<file path="src/rtl/ball_motion_scheduler.sv">
// ============================================================================
//  Module      : ball_motion_scheduler
//  Description : Per-frame position/velocity sequencer for the metaball
//                renderer. On each v_sync falling edge every ball is stepped
//                through one shared position adder and one shared velocity
//                adder, one axis per cycle. The results are then published to
//                the renderer in a single cycle, so all balls move together.
//                Optional build macro BALL_SCHED_VLIMIT_EN saturates the
//                velocities to [-VMAX, +VMAX].
//  Revision    : 1.0  initial release
// ============================================================================
`default_nettype none

module ball_motion_scheduler #(
    parameter int NUM_BALLS     = 2,
    parameter int SCREEN_WIDTH  = 800,
    parameter int SCREEN_HEIGHT = 600,
    parameter int BALL_SIZE     = 128,
    parameter int VMAX          = 64
) (
    input  logic                    clk_50mhz,
    input  logic                    reset,
    input  logic                    v_sync,
    input  logic                    freeze,
    output logic [10*NUM_BALLS-1:0] ball_x,
    output logic [10*NUM_BALLS-1:0] ball_y,
    output logic                    busy,
    output logic [7:0]              frame_count,
    output logic                    overrun
);

    // ------------------------------------------------------------------------
    // Constants
    // ------------------------------------------------------------------------
    localparam int c_IDX_W = (NUM_BALLS > 1) ? $clog2(NUM_BALLS) : 1;
    localparam logic [c_IDX_W-1:0] c_LAST_IDX = c_IDX_W'(NUM_BALLS - 1);

    // Velocity steers toward the centre of the travel range on each axis.
    localparam logic [9:0] c_X_MID = 10'((SCREEN_WIDTH  - BALL_SIZE) / 2);
    localparam logic [9:0] c_Y_MID = 10'((SCREEN_HEIGHT - BALL_SIZE) / 2);

    localparam logic [9:0] c_VEL_INC = 10'd1;
    localparam logic [9:0] c_VEL_DEC = 10'h3FF;

    localparam logic [1:0] c_IDLE    = 2'd0;
    localparam logic [1:0] c_STEP_X  = 2'd1;
    localparam logic [1:0] c_STEP_Y  = 2'd2;
    localparam logic [1:0] c_PUBLISH = 2'd3;

    // Balls start spread evenly along a diagonal of the travel range.
    function automatic logic [9:0] init_x(input int i);
        return 10'((SCREEN_WIDTH - BALL_SIZE) * (i + 1) / (NUM_BALLS + 1));
    endfunction

    function automatic logic [9:0] init_y(input int i);
        return 10'((SCREEN_HEIGHT - BALL_SIZE) * (NUM_BALLS - i) / (NUM_BALLS + 1));
    endfunction

    // ------------------------------------------------------------------------
    // Signals
    // ------------------------------------------------------------------------
    logic [1:0]         r_state;
    logic [1:0]         w_next_state;
    logic               r_v_sync_q;
    logic               w_start;
    logic               w_launch;
    logic               w_step_x;
    logic               w_step_y;
    logic               w_publish;
    logic [c_IDX_W-1:0] r_idx;

    logic [9:0]         r_x  [NUM_BALLS];
    logic [9:0]         r_y  [NUM_BALLS];
    logic [9:0]         r_vx [NUM_BALLS];
    logic [9:0]         r_vy [NUM_BALLS];

    logic [9:0]         w_pos;
    logic [9:0]         w_vel;
    logic [9:0]         w_mid;
    logic [9:0]         w_pos_next;
    logic [9:0]         w_vel_sum;
    logic [9:0]         w_vel_next;

    // Falling edge of v_sync, gated by freeze, launches a frame update.
    assign w_start  = r_v_sync_q & ~v_sync & ~freeze;
    assign w_launch = w_start & (r_state == c_IDLE);

    // Register v_sync for falling-edge detection.
    always_ff @(posedge clk_50mhz or posedge reset) begin
        if (reset) begin
            r_v_sync_q <= 1'b1;
        end else begin
            r_v_sync_q <= v_sync;
        end
    end

    // ------------------------------------------------------------------------
    // Sequencer FSM
    // ------------------------------------------------------------------------

    // State register.
    always_ff @(posedge clk_50mhz or posedge reset) begin
        if (reset) begin
            r_state <= c_IDLE;
        end else begin
            r_state <= w_next_state;
        end
    end

    // Next-state logic: X then Y for each ball, then a single publish cycle.
    always_comb begin
        w_next_state = r_state;
        case (r_state)
            c_IDLE: begin
                if (w_start) begin
                    w_next_state = c_STEP_X;
                end
            end
            c_STEP_X: begin
                w_next_state = c_STEP_Y;
            end
            c_STEP_Y: begin
                if (r_idx == c_LAST_IDX) begin
                    w_next_state = c_PUBLISH;
                end else begin
                    w_next_state = c_STEP_X;
                end
            end
            default: begin
                w_next_state = c_IDLE;
            end
        endcase
    end

    // State-decoded control strobes and the busy flag.
    always_comb begin
        busy      = (r_state != c_IDLE);
        w_step_x  = (r_state == c_STEP_X);
        w_step_y  = (r_state == c_STEP_Y);
        w_publish = (r_state == c_PUBLISH);
    end

    // Ball index: cleared on launch, advanced after each ball's Y step.
    always_ff @(posedge clk_50mhz or posedge reset) begin
        if (reset) begin
            r_idx <= '0;
        end else if (w_launch) begin
            r_idx <= '0;
        end else if (w_step_y && (r_idx != c_LAST_IDX)) begin
            r_idx <= r_idx + 1'b1;
        end
    end

    // ------------------------------------------------------------------------
    // Shared arithmetic
    // ------------------------------------------------------------------------

    // Operand mux plus the single position adder and single velocity adder.
    // Position moves by velocity/4 (arithmetic shift, rounds toward -inf).
    always_comb begin
        w_pos      = w_step_y ? r_y[r_idx]  : r_x[r_idx];
        w_vel      = w_step_y ? r_vy[r_idx] : r_vx[r_idx];
        w_mid      = w_step_y ? c_Y_MID     : c_X_MID;
        w_pos_next = w_pos + {w_vel[9], w_vel[9], w_vel[9:2]};
        w_vel_sum  = w_vel + ((w_pos_next < w_mid) ? c_VEL_INC : c_VEL_DEC);
    end

`ifdef BALL_SCHED_VLIMIT_EN
    localparam logic [9:0] c_VEL_POS = 10'(VMAX);
    localparam logic [9:0] c_VEL_NEG = 10'(-VMAX);

    // Clamp the updated velocity to [-VMAX, +VMAX].
    always_comb begin
        w_vel_next = w_vel_sum;
        if ($signed(w_vel_sum) > $signed(c_VEL_POS)) begin
            w_vel_next = c_VEL_POS;
        end else if ($signed(w_vel_sum) < $signed(c_VEL_NEG)) begin
            w_vel_next = c_VEL_NEG;
        end
    end
`else
    logic w_unused_vmax;
    assign w_unused_vmax = (VMAX == 0);

    // Velocity wraps freely modulo 1024.
    always_comb begin
        w_vel_next = w_vel_sum;
    end
`endif

    // ------------------------------------------------------------------------
    // Working state
    // ------------------------------------------------------------------------

    // Working positions and velocities, written back one axis per cycle.
    always_ff @(posedge clk_50mhz or posedge reset) begin
        if (reset) begin
            for (int i = 0; i < NUM_BALLS; i++) begin
                r_x[i]  <= init_x(i);
                r_y[i]  <= init_y(i);
                r_vx[i] <= '0;
                r_vy[i] <= '0;
            end
        end else if (w_step_x) begin
            r_x[r_idx]  <= w_pos_next;
            r_vx[r_idx] <= w_vel_next;
        end else if (w_step_y) begin
            r_y[r_idx]  <= w_pos_next;
            r_vy[r_idx] <= w_vel_next;
        end
    end

    // Published positions: copied from the working set in one cycle so the
    // renderer never sees a half-updated frame.
    always_ff @(posedge clk_50mhz or posedge reset) begin
        if (reset) begin
            for (int i = 0; i < NUM_BALLS; i++) begin
                ball_x[10*i +: 10] <= init_x(i);
                ball_y[10*i +: 10] <= init_y(i);
            end
        end else if (w_publish) begin
            for (int i = 0; i < NUM_BALLS; i++) begin
                ball_x[10*i +: 10] <= r_x[i];
                ball_y[10*i +: 10] <= r_y[i];
            end
        end
    end

    // Completed-frame counter and sticky overrun flag.
    always_ff @(posedge clk_50mhz or posedge reset) begin
        if (reset) begin
            frame_count <= '0;
            overrun     <= 1'b0;
        end else begin
            if (w_publish) begin
                frame_count <= frame_count + 8'd1;
            end
            if (w_start && (r_state != c_IDLE)) begin
                overrun <= 1'b1;
            end
        end
    end

endmodule

`default_nettype wire

</file>
<file path="config.mk">
export PLATFORM = sky130hd
export DESIGN_NAME = ball_motion_scheduler
export DESIGN_NICKNAME = d
export VERILOG_FILES = /design/src/rtl/ball_motion_scheduler.sv
export SDC_FILE = /design/constraint.sdc
export NUM_CORES = 1
export LEC_CHECK = 0
export ABC_AREA = 1
export BUFFER_PORTS_ARGS = -buffer_cell sky130_fd_sc_hd__buf_4
export CAP_MARGIN = 20
export CORE_MARGIN = 1
export CORE_UTILIZATION = 50
export DETAILED_ROUTE_END_ITERATION = 6
export HOLD_SLACK_MARGIN = 0.12
export PLACE_DENSITY = 0.74
export SLEW_MARGIN = 10
export SYNTH_ARGS = -nofsm -noshare
export SYNTH_HDL_FRONTEND = slang
export SYNTH_SLANG_ARGS = --single-unit
export TNS_END_PERCENT = 10
</file>
<file path="constraint.sdc">
create_clock -name clk_50mhz -period 6.4 [get_ports clk_50mhz]
set_clock_uncertainty 0.05 [all_clocks]
set_input_delay 0.32 -clock clk_50mhz [delete_from_list [all_inputs] [get_ports clk_50mhz]]
set_output_delay 0.32 -clock clk_50mhz [all_outputs]
set_load 0.02 [all_outputs]
</file>
==> impl_metrics.yaml <==
detailed_routing:
  drtPass1Iterations: 5
  dr.first_iter.drc_count: 453
  wire_per_inst_um: 15.0
  via_count: 5243
  vias_per_cell: 5.26
  drc: 0
  drt-total-wl_um: 14900
  drtAntennaViolNets: 0
clock_network:
  htree_levels: 4
  cts_sinks: 133
  clock-root-buffer: "clkbuf_16"
  post-cts-setup-buffers: 0
  clock_latency_ps: 420
  numCtsBuffers: 17
  cts_tree: "built"
  ctsLongestPathBuffers: 2
  clk_pin_slew_ps: 60
layout:
  area_delta_synth_final_pct: 18.0
  drive_above_1_share: 0.199
  antenna_cells: 0
  postLayoutCellArea_um2: 7700
  postLayoutCoreUtil: 0.607
  nets: 841
critical_path:
  cp.arrival_ps: 5980
  path_max_fanout: 13
  worst_setup_path_start_kind: "flip-flop"
  path_class: "reg -> reg"
  critical_path.endpoint_type: "flip-flop"
  cp.required_ps: 6610
  r2r_start: "r_state[0]"
  startpoint: "r_state[0]"
  reg2regPathDepth: 27
synth:
  yosysUniqueCellTypes: 41
  synth_flop_cell: "dfrtp_1"
  synth_edf_count: 0
  synth_compound_area_frac: 0.158
  synth_top_area_share: 0.384
  synth_common_cells: "nand2_1 (201), o21ai_0 (119), dfrtp_1 (100)"
  synth-xor-area-share: 0.0228
  synthesis.instances: 756
  syn-cell-area_um2: 6520
  ys_async_sr_fraction: 1.00
  yosysWarnings: 0
  yosysMostFrequentCell: "nand2_1"
  muxShareOfSynthArea: 0
  yosys.area.top_type: "dfrtp_1"
  postSynthAreaPerCell_um2: 8.63
  synth_area_leaders: "dfrtp_1 (38%), dfstp_2 (13%), nand2_1 (12%)"
  synth-seq-area-share: 0.517
  syn_nets: 785
  synthSimpleGateAreaFrac: 0.179
  synth_adder_area_share: 0.0503
  synth_seq_cells: 133
  synth_top_family_by_area: "simple AND/OR/NAND/NOR gates"
place:
  dpl.hpwl_um: 10500
  port_buffers: 53
  gp_congestion: 0.874
  placed_cell_area_um2: 7120
sta:
  finalHoldViolCount: 0
  slew_headroom: 0.365
  finalMaxSlewViolations: 0
  holdWs_ps: 154
  tightest_slew_ps: 951
  rsz0062_at_grt: "no"
  period_minus_slack_ps: 5760
  fin_setup_tns_ps: 0
  finalSetupViolations: 0
  finalCritPeriodShare: 0.900
  max_freq_ghz: 0.174
grt:
  grt.overflow.total: 0
  grtUsageTotal: 0.239
  antenna_found_initial: 0
  grt_pass1_vias: 4933
  grt_max_degree: 82
  grt_first_pass_wirelength_um: 24100
min_path:
  hold_path.class: "in -> reg"
  hold_path_depth: 4
  hp-start: "freeze"
die:
  core.rowCount: 41
  coreArea_um2: 12700
  ios: 54
  initial_core_util: 0.515
  die_x_um: 116
  dieHeight_um: 116
  dieArea_um2: 13500
run:
  cap_violations: 0
run_status:
  outcome: "complete, no violations"
-- layout by cell type (no fill, tap or decap), types with 2 or more instances in the layout --
cell           count
nand3_2            3
o221ai_1          12
fa_1               2
inv_1             87
nand2_2           10
nand3b_1           2
or2_1              2
nor2_1            19
dlygate4sd3_1      2
xor2_1             8
clkinv_4           5
xnor2_1            8
a21o_1             3
nor3_1             2
dfrtp_1          100
a211oi_1           2
clkbuf_16         17
nand3_1           25
o21ai_2            5
buf_4             67
inv_2              4
o21ai_1            9
nand2_1          200
nand2_4            2
clkinv_2           3
clkbuf_1           2
a22oi_1            5
nand4_1            2
o21ai_0          119
nor2_2             2
dfstp_2           33
a21oi_1           23
ha_1              23
-- metal layers --
layer  wire length (um)  GRT usage  vias up  part of all wire
met5                  0          0        -                 0
met2               7300      0.402      119              0.49
met3                639     0.0581       26             0.043
met4                319     0.0915        0             0.021
li1                   -          -     2565                 -
met1               6650      0.299     2533              0.45
-- area by class of cell --
class	instances	area, um^2
Fill cell	1094	4970
Sequential cell	133	3370
Multi-Input combinational cell	498	2690
Timing Repair Buffer	69	523
Clock buffer	20	447
Inverter	93	352
Tap cell	172	215
Clock inverter	11	105
-- metrics by stage --
stage / cells / setup WS [ps]
6_report: 996 / 637
5_1_grt: 996 / 102
4_1_cts: 996 / 540
3_5_place_dp: 963 / 570
3_3_place_gp: 963 / 699
2_1_floorplan: 756 / 1480
-- worst max-delay path, cell delays in order (launching register included) --
cell and delay, ps:
dfrtp_1 490, inv_2 70, nand2_2 240, nor2_2 120, inv_2 250, o221ai_1 290
ha_1 340, fa_1 460, nand2_1 120, nand3_1 90, a21oi_1 170, nor2_1 60
nor2_1 160, xnor2_2 190, ha_1 310, a21oi_1 330, nand3_4 210, ha_1 380
a21oi_1 160, nand2_1 70, nand2_1 80, nand2_1 60, a21oi_1 220, nor2_1 60
o21ai_0 220, nand3_1 180, nand3_1 120, o21ai_0 80
-- kinds of logic after synthesis --
kind of cell	Yosys count
buf+inv	125
flops	133
fa+ha+maj	25
compound gates	183
simple gates	273
xor+xnor	17
-- state kept, by name, indices dropped and copies added (netlist names), 2 cells and up --
| register | cells |
|---|---|
| r_x | 20 |
| ball_x | 20 |
| ball_y | 20 |
| r_vy | 20 |
| r_state | 2 |
| frame_count | 8 |
| r_y | 20 |
| r_vx | 20 |
-- path summary, 6_finish.rpt --
path,end,slack [ps]
max,r_vx[18],640
min,r_state[0],150
max reg2reg,r_vx[18],640
min reg2reg,overrun,420
max in group asynchronous,r_state[1],4390
min in group asynchronous,r_vy[1],510
-- repair_timing --
action	in CTS	in global routing
resized for setup	0	1
hold buffers	2	0
setup endpoints to repair	0	1
hold endpoints to repair	45	0
Power is not shown: default switching activity piles up to over one toggle a cycle in this logic, so the estimate is an artifact.
